===== config.mk =====
export PLATFORM = sky130hd
export DESIGN_NAME = apb_requester
export DESIGN_NICKNAME = d
export VERILOG_FILES = /design/src/rtl/apb_pkg.sv /design/src/rtl/apb_requester.sv
export SDC_FILE = /design/constraint.sdc
export NUM_CORES = 1
export LEC_CHECK = 0
export CAP_MARGIN = 20
export CORE_ASPECT_RATIO = 0.9
export CORE_MARGIN = 10
export CORE_UTILIZATION = 41
export DETAILED_ROUTE_END_ITERATION = 8
export GPL_TIMING_DRIVEN = 0
export PLACE_DENSITY_LB_ADDON = 0.08
export SYNTH_ARGS = -nofsm -noshare
export SYNTH_HDL_FRONTEND = slang
export SYNTH_SLANG_ARGS = --single-unit

===== constraint.sdc =====
create_clock -name pclk -period 2.37 [get_ports pclk]
set_clock_uncertainty 0.1 [all_clocks]
set_input_delay 0.474 -clock pclk [delete_from_list [all_inputs] [get_ports pclk]]
set_output_delay 0.474 -clock pclk [all_outputs]
set_load 0.01 [all_outputs]

===== src/rtl/apb_pkg.sv =====
// Shared APB definitions: requester FSM states, default bus widths and PPROT bit layout.
package apb_pkg;

    localparam int APB_ADDR_W = 32;
    localparam int APB_DATA_W = 32;
    localparam int APB_PROT_W = 3;

    // PPROT[0] privileged, PPROT[1] non-secure, PPROT[2] instruction access
    localparam int PPROT_PRIV_BIT  = 0;
    localparam int PPROT_NSEC_BIT  = 1;
    localparam int PPROT_INSTR_BIT = 2;

    typedef enum logic [1:0] {
        IDLE   = 2'd0,
        SETUP  = 2'd1,
        ACCESS = 2'd2,
        RESP   = 2'd3
    } apb_req_state_e;

endpackage


===== src/rtl/apb_requester.sv =====
// APB4 requester: turns a valid/ready command into one SETUP/ACCESS transfer at a time
// and returns a registered response; ACCESS stalls past TIMEOUT_CYCLES are aborted.
module apb_requester
    import apb_pkg::*;
#(
    parameter int ADDR_W         = APB_ADDR_W,
    parameter int DATA_W         = APB_DATA_W,
    parameter int TIMEOUT_CYCLES = 256
) (
    input  logic                  pclk,
    input  logic                  presetn,
    input  logic                  cmd_valid,
    output logic                  cmd_ready,
    input  logic                  cmd_write,
    input  logic [ADDR_W-1:0]     cmd_addr,
    input  logic [DATA_W-1:0]     cmd_wdata,
    input  logic [DATA_W/8-1:0]   cmd_strb,
    input  logic [APB_PROT_W-1:0] cmd_prot,
    output logic                  rsp_valid,
    input  logic                  rsp_ready,
    output logic [DATA_W-1:0]     rsp_rdata,
    output logic                  rsp_err,
    output logic                  rsp_timeout,
    output logic                  psel,
    output logic                  penable,
    output logic                  pwrite,
    output logic [ADDR_W-1:0]     paddr,
    output logic [DATA_W-1:0]     pwdata,
    output logic [DATA_W/8-1:0]   pstrb,
    output logic [APB_PROT_W-1:0] pprot,
    input  logic [DATA_W-1:0]     prdata,
    input  logic                  pready,
    input  logic                  pslverr
);

    localparam int STRB_W = DATA_W / 8;
    localparam int CNT_W  = (TIMEOUT_CYCLES > 0) ? $clog2(TIMEOUT_CYCLES + 1) : 1;

    apb_req_state_e r_state, w_next;

    logic                  r_write;
    logic [ADDR_W-1:0]     r_addr;
    logic [DATA_W-1:0]     r_wdata;
    logic [STRB_W-1:0]     r_strb;
    logic [APB_PROT_W-1:0] r_prot;
    logic [CNT_W-1:0]      r_wait;
    logic                  r_rsp_valid;
    logic [DATA_W-1:0]     r_rsp_rdata;
    logic                  r_rsp_err;
    logic                  r_rsp_timeout;
    logic                  w_timeout;

    // Abort on the wait state that would push the counter past the limit.
    assign w_timeout = (TIMEOUT_CYCLES != 0) && !pready &&
                       (r_wait == CNT_W'(TIMEOUT_CYCLES));

    always_ff @(posedge pclk or negedge presetn) begin
        if (!presetn) r_state <= IDLE;
        else          r_state <= w_next;
    end

    always_comb begin
        w_next    = r_state;
        cmd_ready = 1'b0;
        psel      = 1'b0;
        penable   = 1'b0;
        case (r_state)
            IDLE: begin
                cmd_ready = 1'b1;
                if (cmd_valid) w_next = SETUP;
            end
            SETUP: begin
                psel   = 1'b1;
                w_next = ACCESS;
            end
            ACCESS: begin
                psel    = 1'b1;
                penable = 1'b1;
                if (pready || w_timeout) w_next = RESP;
            end
            RESP: begin
                if (rsp_ready) w_next = IDLE;
            end
            default: w_next = IDLE;
        endcase
    end

    always_ff @(posedge pclk or negedge presetn) begin
        if (!presetn) begin
            r_write       <= 1'b0;
            r_addr        <= '0;
            r_wdata       <= '0;
            r_strb        <= '0;
            r_prot        <= '0;
            r_wait        <= '0;
            r_rsp_valid   <= 1'b0;
            r_rsp_rdata   <= '0;
            r_rsp_err     <= 1'b0;
            r_rsp_timeout <= 1'b0;
        end else begin
            case (r_state)
                IDLE: begin
                    if (cmd_valid) begin
                        r_write <= cmd_write;
                        r_addr  <= cmd_addr;
                        r_wdata <= cmd_write ? cmd_wdata : '0;
                        r_strb  <= cmd_write ? cmd_strb  : '0;
                        r_prot  <= cmd_prot;
                        r_wait  <= '0;
                    end
                end
                ACCESS: begin
                    if (pready) begin
                        r_rsp_valid   <= 1'b1;
                        r_rsp_rdata   <= r_write ? '0 : prdata;
                        r_rsp_err     <= pslverr;
                        r_rsp_timeout <= 1'b0;
                        r_wait        <= '0;
                    end else if (w_timeout) begin
                        r_rsp_valid   <= 1'b1;
                        r_rsp_rdata   <= '0;
                        r_rsp_err     <= 1'b1;
                        r_rsp_timeout <= 1'b1;
                        r_wait        <= '0;
                    end else begin
                        r_wait <= r_wait + CNT_W'(1);
                    end
                end
                RESP: begin
                    if (rsp_ready) begin
                        r_rsp_valid   <= 1'b0;
                        r_rsp_rdata   <= '0;
                        r_rsp_err     <= 1'b0;
                        r_rsp_timeout <= 1'b0;
                    end
                end
                default: ;
            endcase
        end
    end

    assign pwrite      = r_write;
    assign paddr       = r_addr;
    assign pwdata      = r_wdata;
    assign pstrb       = r_strb;
    assign pprot       = r_prot;
    assign rsp_valid   = r_rsp_valid;
    assign rsp_rdata   = r_rsp_rdata;
    assign rsp_err     = r_rsp_err;
    assign rsp_timeout = r_rsp_timeout;

endmodule


==> results of run 1 <==
## metal layers
| metal | part of all wire (%) | track usage, % | vias up |
|---|---|---|---|
| li1 | - | - | 1840 |
| met1 | 38 | 19.61 | 1887 |
| met2 | 50 | 31.50 | 156 |
| met3 | 10 | 10.21 | 22 |
| met4 | 1.7 | 5.299 | 0 |
| met5 | 0 | 0 | - |
## flip-flops by register name (all words and copies together) (netlist names)
register / flops
rsp_valid: 1
pwrite: 1
rsp_timeout: 1
pprot: 3
pstrb: 4
paddr: 32
pwdata: 32
r_state: 2
rsp_err: 1
r_wait: 9
rsp_rdata: 32
## through the flow
step	total power (W)	TNS (ns)	hold slack, ns	setup slack, ns
finish	0.01077	0	0.3756	0.06195
detailed placement	0.008053	-16.28	0.2400	-0.3494
global placement	0.007912	-482.80	0.3602	-3.895
CTS	0.01093	0	0.3798	0.01637
floorplan	0.005364	0	0.07841	0.3165
global route	0.01139	-0.04524	0.3975	-0.02617
## how the worst max path moves through the flow
stage | slack (ns) | end | from
2_1_floorplan | 0.32 | rsp_rdata[10]$_DFFE_PN0P_ | r_wait[0]$_DFFE_PN0P_
3_3_place_gp | -3.89 | paddr[10]$_DFFE_PN0P_ | presetn
3_5_place_dp | -0.35 | pwdata[3]$_DFFE_PN0P_ | cmd_valid
4_1_cts | 0.02 | psel | r_state[0]$_DFFE_PN0P_
5_1_grt | -0.03 | penable | r_state[0]$_DFFE_PN0P_
6_report | 0.06 | penable | r_state[0]$_DFFE_PN0P_
## layout make-up
cell class | instances | area (sq um)
Fill cell | 869 | 3517
Clock inverter | 8 | 170.2
Clock buffer | 23 | 478.0
Multi-Input combinational cell | 239 | 1633
Sequential cell | 118 | 2953
Buffer | 23 | 138.9
Tap cell | 156 | 195.2
Timing Repair Buffer | 221 | 2231
Inverter | 7 | 26.28
## report_power, final
part	internal (W)	switching, W	leakage [nW]
clock network	0.00194	0.000857	0.309
registers	0.00292	0.000495	1.52
logic	0.00260	0.00196	1.61
total	0.00746	0.00331	3.44
## worst reg2reg max path, cell delays in order (launching register included)
cell	delay [ns]
dfrtp_1	0.40
inv_1	0.09
ha_1	0.16
nor4b_4	0.34
a21oi_4	0.16
or3_1	0.41
buf_6	0.16
buf_8	0.14
a22o_1	0.19
## repair_timing
| item | CTS | global route |
|---|---|---|
| endpoints found under the setup margin | 42 | 54 |
| endpoints found under the hold margin | 23 | 0 |
| hold buffers | 1 | 0 |
| gates resized for setup | 4 | 8 |
| pin swaps | 0 | 1 |
## cell families (layout without fill, tap and decap cells)
family	count (synthesis)	in the layout	share of synthesized area [%]
DFF	118	118	62.48
and+or+nand+nor	98	98	9.453
AOI/OAI and AO/OA	96	96	13.74
muxes	40	40	9.584
buffers and inverters	30	282	3.415
adders and majority gates	5	5	1.324
## cells in the final DEF (no fill, tap or decap), types with 6 or more instances in the layout
cell type          n
clkdlybuf4s50_1  215
clkbuf_1          17
a22o_1            30
mux2_2            38
nand2_1           76
o21ai_0           43
a21oi_1            6
dfrtp_1          118
clkbuf_16         17
inv_1              7
==> impl_metrics.tcl, run 1 <==
set metrics [dict create \
    hold_violations 0 \
    root_buffer "clkbuf_16" \
    io_pins 220 \
    area_growth_pct 65.58 \
    cp.required_ns 1.80 \
    setup_viol 0 \
    die_x_um 133.2 \
    period_share_pct 97.39 \
    r2r_setup_slack_ns 0.10 \
    start_kind "register" \
    n_antenna_cell 0 \
    synthTopCellsByArea "dfrtp_1 (62%), mux2_2 (9.1%), nand2_1 (6.1%), a22o_1 (5.6%), o21ai_0 (4.6%)" \
    worst-path-stages 3 \
    cts_tree "done" \
    cts_setup_buffers 0 \
    p_leak_nw 3.436 \
    timing.fmax_mhz 433.3 \
    fin_crit_ns 2.308 \
    rr_startpoint "r_wait[0]$_DFFE_PN0P_" \
    rsz0062_at_grt "true" \
    status "finished, final reports clean" \
    hold_depth 2 \
    holdPathEnd "pwdata[27]$_DFFE_PN0P_" \
    layout-drive-gt1-share_pct 14.55 \
    ant_nets 0 \
    fin_area_sq_mm 0.007825 \
    synth_edf_count 0 \
    layout.nets 742 \
    portBuffers 218 \
    clkLatencyLatePin_ns 0.40 \
    wirelength_um 15140 \
    r2r-end "rsp_rdata[19]$_DFFE_PN0P_" \
    placed_area_sq_mm 0.007137 \
    slew_violations 0 \
    row_count 37 \
    dp.cells 763 \
    yosysTopAreaCell "dfrtp_1" \
    worstHoldStart "pwdata[27]$_DFFE_PN0P_" \
    numCtsBuffers 17 \
    crit_chain "inv_1 > ha_2 > clkdlybuf4s50_1" \
    drt_pass1_iterations 4 \
    core_area_sq_mm 0.01134 \
    grt_pass1_vias 4306 \
    antenna_found_initial 0 \
    avgViaCountPerCell 4.912 \
    dpl.hpwl_um 11620 \
    htree_num_levels 4 \
    synth-main-ff-cell "dfrtp_1" \
    netlist_area_sq_mm 0.004726 \
    slew_headroom_pct 46.72 \
    powerDensity_mw_per_mm2 1377 \
    yosysTopAreaCellShare_pct 62.48 \
    route.detailed.drc 0 \
    drv_cap 0 \
    setup.worst_path.class "reg -> out" \
    start_util_pct 41.67 \
    synth_cell_type_count 36 \
    postSynth.asyncResetShare_pct 100.0 \
    crit_slowest_cell "clkdlybuf4s50_1" \
    syn_avg_cell_area_sq_um 12.21 \
    cts.sinks 118 \
    ys_ff_latch 118 \
    crit_fanout 7 \
    rr_worst_depth 8 \
    netlist_instances 387 \
    synth.net_count 502 \
    wl_per_cell_um 19.05 \
    die_area_sq_mm 0.01623 \
    endpoint_kind "primary output" \
    clk_pin_slew_ns 0.05 \
    drt_iter0_markers 138 \
    yosys_warnings 0 \
    ys_seq_area_share_pct 62.48 \
    grt_pass1_wl_um 23550 \
    path_delay_family "buffers and inverters" \
    grt_max_degree 96 \
    tightest_slew_ns 0.7909 \
    yosys.cell_count.top_type "dfrtp_1" \
    path_buf_inv 2 \
    min_path_type "reg -> reg" \
    place.gp.congestion 0.7452 \
    vias 3905 \
    die_y_um 121.9 \
    cpPeakStageDelay_ns 0.57 \
    instances_no_fill 795 \
    track_usage_pct 18.52 \
    final_util_pct 68.99 \
    synth.top_cells.by_count "dfrtp_1 (118), nand2_1 (77), o21ai_0 (43), mux2_2 (38), a22o_1 (30)" \
    ir_drop_mv 0.7006 \
    crit_arrival_ns 1.73 \
    gr-total-overflow 0 \
    clk_path_buf_depth 2 \
]
Note: power is estimated with default switching activity, not from simulation.
==> run 2, diff against run 1 <==
--- a/config.mk
+++ b/config.mk
@@ -5,9 +5,8 @@
 export SDC_FILE = /design/constraint.sdc
 export NUM_CORES = 1
 export LEC_CHECK = 0
-export CAP_MARGIN = 20
+export CAP_MARGIN = 10
 export CORE_ASPECT_RATIO = 0.9
-export CORE_MARGIN = 10
 export CORE_UTILIZATION = 41
 export DETAILED_ROUTE_END_ITERATION = 8
 export GPL_TIMING_DRIVEN = 0
==> impl_metrics.tcl, run 2 (synthesized netlist as in run 1, its figures left out) <==
set metrics [dict create \
    place.gp.congestion 0.7461 \
    numCtsBuffers 17 \
    dpl.hpwl_um 9319 \
    endpoint_kind "primary output" \
    grt_max_degree 92 \
    rsz0062_at_grt "false" \
    fin_crit_ns 2.281 \
    fin_tns_setup_ns 0 \
    timing.fmax_mhz 438.5 \
    clkLatencyLatePin_ns 0.40 \
    cp.required_ns 1.80 \
    portBuffers 218 \
    worst_slack_ns 0.08941 \
    die_x_um 115.2 \
    place_ws_ns -0.3051 \
    antenna_found_initial 0 \
    area_growth_pct 65.24 \
    avgViaCountPerCell 4.951 \
    io_pins 220 \
    root_buffer "clkbuf_16" \
    mostFrequentLayoutCells "clkdlybuf4s50_1 (217), dfrtp_1 (118), nand2_1 (76)" \
    drt_pass1_iterations 5 \
    start_util_pct 42.82 \
    row_count 36 \
    route.detailed.drc 0 \
    start_kind "register" \
    vias 3916 \
    p_total_w 0.01064 \
    n_antenna_cell 0 \
    layout.nets 742 \
    powerDensity_mw_per_mm2 1362 \
    slew_violations 0 \
    rr_startpoint "r_wait[1]$_DFFE_PN0P_" \
    tightest_slew_ns 0.7832 \
    htree_num_levels 4 \
    hold_ws_ns 0.3749 \
    drv_cap 0 \
    clk_pin_slew_ns 0.05 \
    die_area_sq_mm 0.01196 \
    grt_pass1_wl_um 20070 \
    gr-total-overflow 0 \
    min_path_type "reg -> reg" \
    cts.sinks 118 \
    period_share_pct 96.23 \
    hold_violations 0 \
    final_common_cell "clkdlybuf4s50_1" \
    dp.cells 758 \
    instances_no_fill 791 \
    wirelength_um 12840 \
    ant_nets 0 \
    grt_pass1_vias 3990 \
    p_leak_nw 3.409 \
    slew_headroom_pct 47.24 \
    r2r-end "rsp_rdata[13]$_DFFE_PN0P_" \
    r2r_setup_slack_ns 0.15 \
    clk_path_buf_depth 2 \
    crit_arrival_ns 1.71 \
    track_usage_pct 22.27 \
    wl_per_cell_um 16.24 \
    cts_tree "done" \
    status "finished, final reports clean" \
    setup.worst_path.class "reg -> out" \
    layout-drive-gt1-share_pct 14.55 \
    core_area_sq_mm 0.01104 \
    drt_iter0_markers 157 \
    setup_viol 0 \
    cp-startpoint "r_state[1]$_DFFE_PN0P_" \
    ir_drop_mv 0.8080 \
    setup.worst_path.end "psel" \
    crit_fanout 4 \
    die_y_um 103.9 \
    rr_worst_depth 8 \
]
==> run 2: worst min path at each step <==
stage,start,endpoint,slack (ns),cells past startpoint
2_1_floorplan,presetn,paddr[0]$_DFFE_PN0P_,0.08,0
3_3_place_gp,pwdata[0]$_DFFE_PN0P_,pwdata[0]$_DFFE_PN0P_,0.36,2
3_5_place_dp,presetn,rsp_rdata[7]$_DFFE_PN0P_,0.25,1
4_1_cts,pwdata[28]$_DFFE_PN0P_,pwdata[28]$_DFFE_PN0P_,0.38,2
5_1_grt,pwdata[13]$_DFFE_PN0P_,pwdata[13]$_DFFE_PN0P_,0.40,2
6_report,pwdata[28]$_DFFE_PN0P_,pwdata[28]$_DFFE_PN0P_,0.37,2
==> run 2: layer usage <==
layer / wire [um] / up-vias / track usage, %
met4: 276 / 0 / 10.30
met5: 0 / - / 0
li1: - / 1851 / -
met2: 6176 / 169 / 36.06
met3: 1376 / 19 / 9.499
met1: 5014 / 1877 / 25.30
==> run 2: stage by stage <==
step           instance area [sq um]  util (%)
6_report                        7809     70.76
5_1_grt                         7809     70.76
4_1_cts                         7772     70.43
3_5_place_dp                    7127     64.58
3_3_place_gp                    7098     64.32
2_1_floorplan                   4726         -
==> run 2: where the power goes <==
part	total [W]	internal (W)	switching, W	leakage [nW]
Clock	0.00271	0.00188	0.000836	0.307
Combinational	0.00450	0.00263	0.00187	1.59
Sequential	0.00343	0.00293	0.000501	1.52
Total	0.0106	0.00743	0.00321	3.41
==> run 2: worst max-delay path, cell delays in order, from the launching register on <==
cell and delay [ns]:
dfrtp_1 0.39, inv_1 0.06, ha_2 0.32, clkdlybuf4s50_1 0.53
==> run 2: layout make-up <==
| cell class | count | area (sq um) |
|---|---|---|
| timing repair buffer | 221 | 2228 |
| fill | 816 | 3227 |
| multi-input combinational | 239 | 1647 |
| clock buffer | 21 | 450.4 |
| inverter | 7 | 26.28 |
| tap | 152 | 190.2 |
| sequential | 118 | 2953 |
| clock inverter | 10 | 177.7 |
| buffer | 23 | 136.4 |
==> run 2: what timing repair did <==
action,in CTS,in global routing
gates resized for setup,2,7
buffers inserted,0,1
pin swaps,0,1
hold buffers,1,0
hold endpoints to repair,27,0
setup endpoints to repair,45,42
==> run 3, diff against run 2 <==
--- a/config.mk
+++ b/config.mk
@@ -5,7 +5,7 @@
 export SDC_FILE = /design/constraint.sdc
 export NUM_CORES = 1
 export LEC_CHECK = 0
-export CAP_MARGIN = 10
+export CAP_MARGIN = 40
 export CORE_ASPECT_RATIO = 0.9
 export CORE_UTILIZATION = 41
 export DETAILED_ROUTE_END_ITERATION = 8
==> impl_metrics.tcl, run 3 (synthesized netlist as in run 1, its figures left out) <==
set metrics [dict create \
    status "finished, final reports clean" \
    multi_input_area_sq_mm 0.001627 \
    regArea_sq_mm 0.002953 \
    portBuffers 218 \
    period_share_pct 95.90 \
    cp-startpoint "r_state[0]$_DFFE_PN0P_" \
    fin_crit_ns 2.273 \
    fillers 789 \
    cp.required_ns 1.80 \
    tightest_slew_ns 0.7660 \
    start_kind "register" \
    fin_tns_setup_ns 0 \
    crit_fanout 7 \
    place.gp.congestion 0.7461 \
    crit_slowest_cell "clkdlybuf4s50_1" \
    core_area_sq_mm 0.01104 \
    mostFrequentLayoutCells "clkdlybuf4s50_1 (217), dfrtp_1 (118), nand2_1 (76)" \
    die_area_sq_mm 0.01196 \
    cts_tree "done" \
    hold_depth 2 \
    track_usage_pct 22.37 \
    setup.worst_path.class "reg -> out" \
    ant_nets 0 \
    clk_path_buf_depth 2 \
    htree_num_levels 4 \
    numCtsBuffers 17 \
    area_growth_pct 65.95 \
    layout.nets 744 \
    path_buf_inv 2 \
    slew_violations 0 \
    holdPathEnd "pwdata[19]$_DFFE_PN0P_" \
    slew_headroom_pct 48.39 \
    crit_chain "inv_1 > ha_2 > clkdlybuf4s50_1" \
    crit_arrival_ns 1.70 \
    clkLatencyLatePin_ns 0.39 \
    rr_worst_depth 8 \
    wl_per_cell_um 16.10 \
    r2r_setup_slack_ns 0.15 \
    hold_violations 0 \
    r2r-end "rsp_rdata[14]$_DFFE_PN0P_" \
    die_x_um 115.2 \
    die_y_um 103.9 \
    setup_viol 0 \
    fin_area_sq_mm 0.007843 \
    grt_pass1_wl_um 20430 \
    root_buffer "clkbuf_16" \
    path_delay_family "buffers and inverters" \
    vias 3923 \
    timing.fmax_mhz 440.0 \
    gr-total-overflow 0 \
    clk_pin_slew_ns 0.05 \
    wirelength_um 12790 \
    layout-drive-gt1-share_pct 14.95 \
    n_antenna_cell 0 \
    start_util_pct 42.82 \
    cpPeakStageDelay_ns 0.56 \
    io_pins 220 \
    placed_area_sq_mm 0.007138 \
    p_leak_nw 3.436 \
    drt_pass1_iterations 4 \
    grt_pass1_vias 4035 \
    powerDensity_mw_per_mm2 1366 \
    grt_max_degree 92 \
    cts.sinks 118 \
    endpoint_kind "primary output" \
    row_count 36 \
    drt_iter0_markers 136 \
    ir_drop_mv 0.6877 \
    avgViaCountPerCell 4.941 \
    route.detailed.drc 0 \
    rsz0062_at_grt "false" \
    drv_cap 0 \
    dpl.hpwl_um 9192 \
    worstHoldStart "pwdata[19]$_DFFE_PN0P_" \
    final_common_cell "clkdlybuf4s50_1" \
    rr_startpoint "r_wait[0]$_DFFE_PN0P_" \
    antenna_found_initial 0 \
    min_path_type "reg -> reg" \
    hold_ws_ns 0.3748 \
]
[run 3: stage by stage]
step / cells / worst slack (ns) / total power (W) / util (%)
after global placement: 757 / -3.745 / 0.007777 / 64.32
after detailed placement: 759 / -0.2184 / 0.007888 / 64.68
final: 794 / 0.09719 / 0.01071 / 71.07
after global routing: 794 / 0.001463 / 0.01132 / 71.07
after floorplan: 387 / 0.3165 / 0.005364 / -
after CTS: 792 / 0.02049 / 0.01078 / 70.76
[run 3: layout make-up]
| cell class | count | share of cell area [%] |
|---|---|---|
| inverters | 7 | 0.3350 |
| clock buffers | 24 | 6.270 |
| flip-flops and latches | 118 | 37.65 |
| clock inverters | 8 | 2.138 |
| multi-input cells | 239 | 20.74 |
| well taps | 152 | 2.425 |
| repair buffers | 223 | 28.65 |
| plain buffers | 23 | 1.787 |
[run 3: what timing repair did]
item,in CTS,in global routing
hold buffers,1,0
endpoints found under the hold margin,27,0
gates resized for setup,1,10
buffers inserted,0,2
pin swaps,0,1
endpoints found under the setup margin,20,51
[run 3: metal layers]
| layer | global-route usage, % | vias to the layer above | wire [um] |
|---|---|---|---|
| li1 | - | 1852 | - |
| met2 | 36.57 | 168 | 6113 |
| met3 | 9.907 | 18 | 1325 |
| met5 | 0 | - | 0 |
| met1 | 25.56 | 1885 | 5073 |
| met4 | 8.627 | 0 | 275 |
[run 3: power breakdown]
part / internal [W] / total (W) / switching (W)
Sequential: 0.00292 / 0.00341 / 0.000488
Clock: 0.00198 / 0.00282 / 0.000843
Combinational: 0.00262 / 0.00448 / 0.00186
Total: 0.00752 / 0.0107 / 0.00319
[run 3: worst register-to-register path: cells and delay by family (launching register included)]
| kind | cells | cell delay [ns] |
|---|---|---|
| compound gates | 2 | 0.32 |
| fa+ha+maj | 1 | 0.15 |
| buf+inv | 3 | 0.40 |
| flops | 1 | 0.39 |
| simple gates | 2 | 0.75 |
[run 3: worst max-delay path by stage]
stage	endpoint	cells after the start
2_1_floorplan	rsp_rdata[10]$_DFFE_PN0P_	8
3_3_place_gp	paddr[12]$_DFFE_PN0P_	1
3_5_place_dp	pwdata[3]$_DFFE_PN0P_	6
4_1_cts	penable	3
5_1_grt	rsp_rdata[17]$_DFFE_PN0P_	8
6_report	penable	3
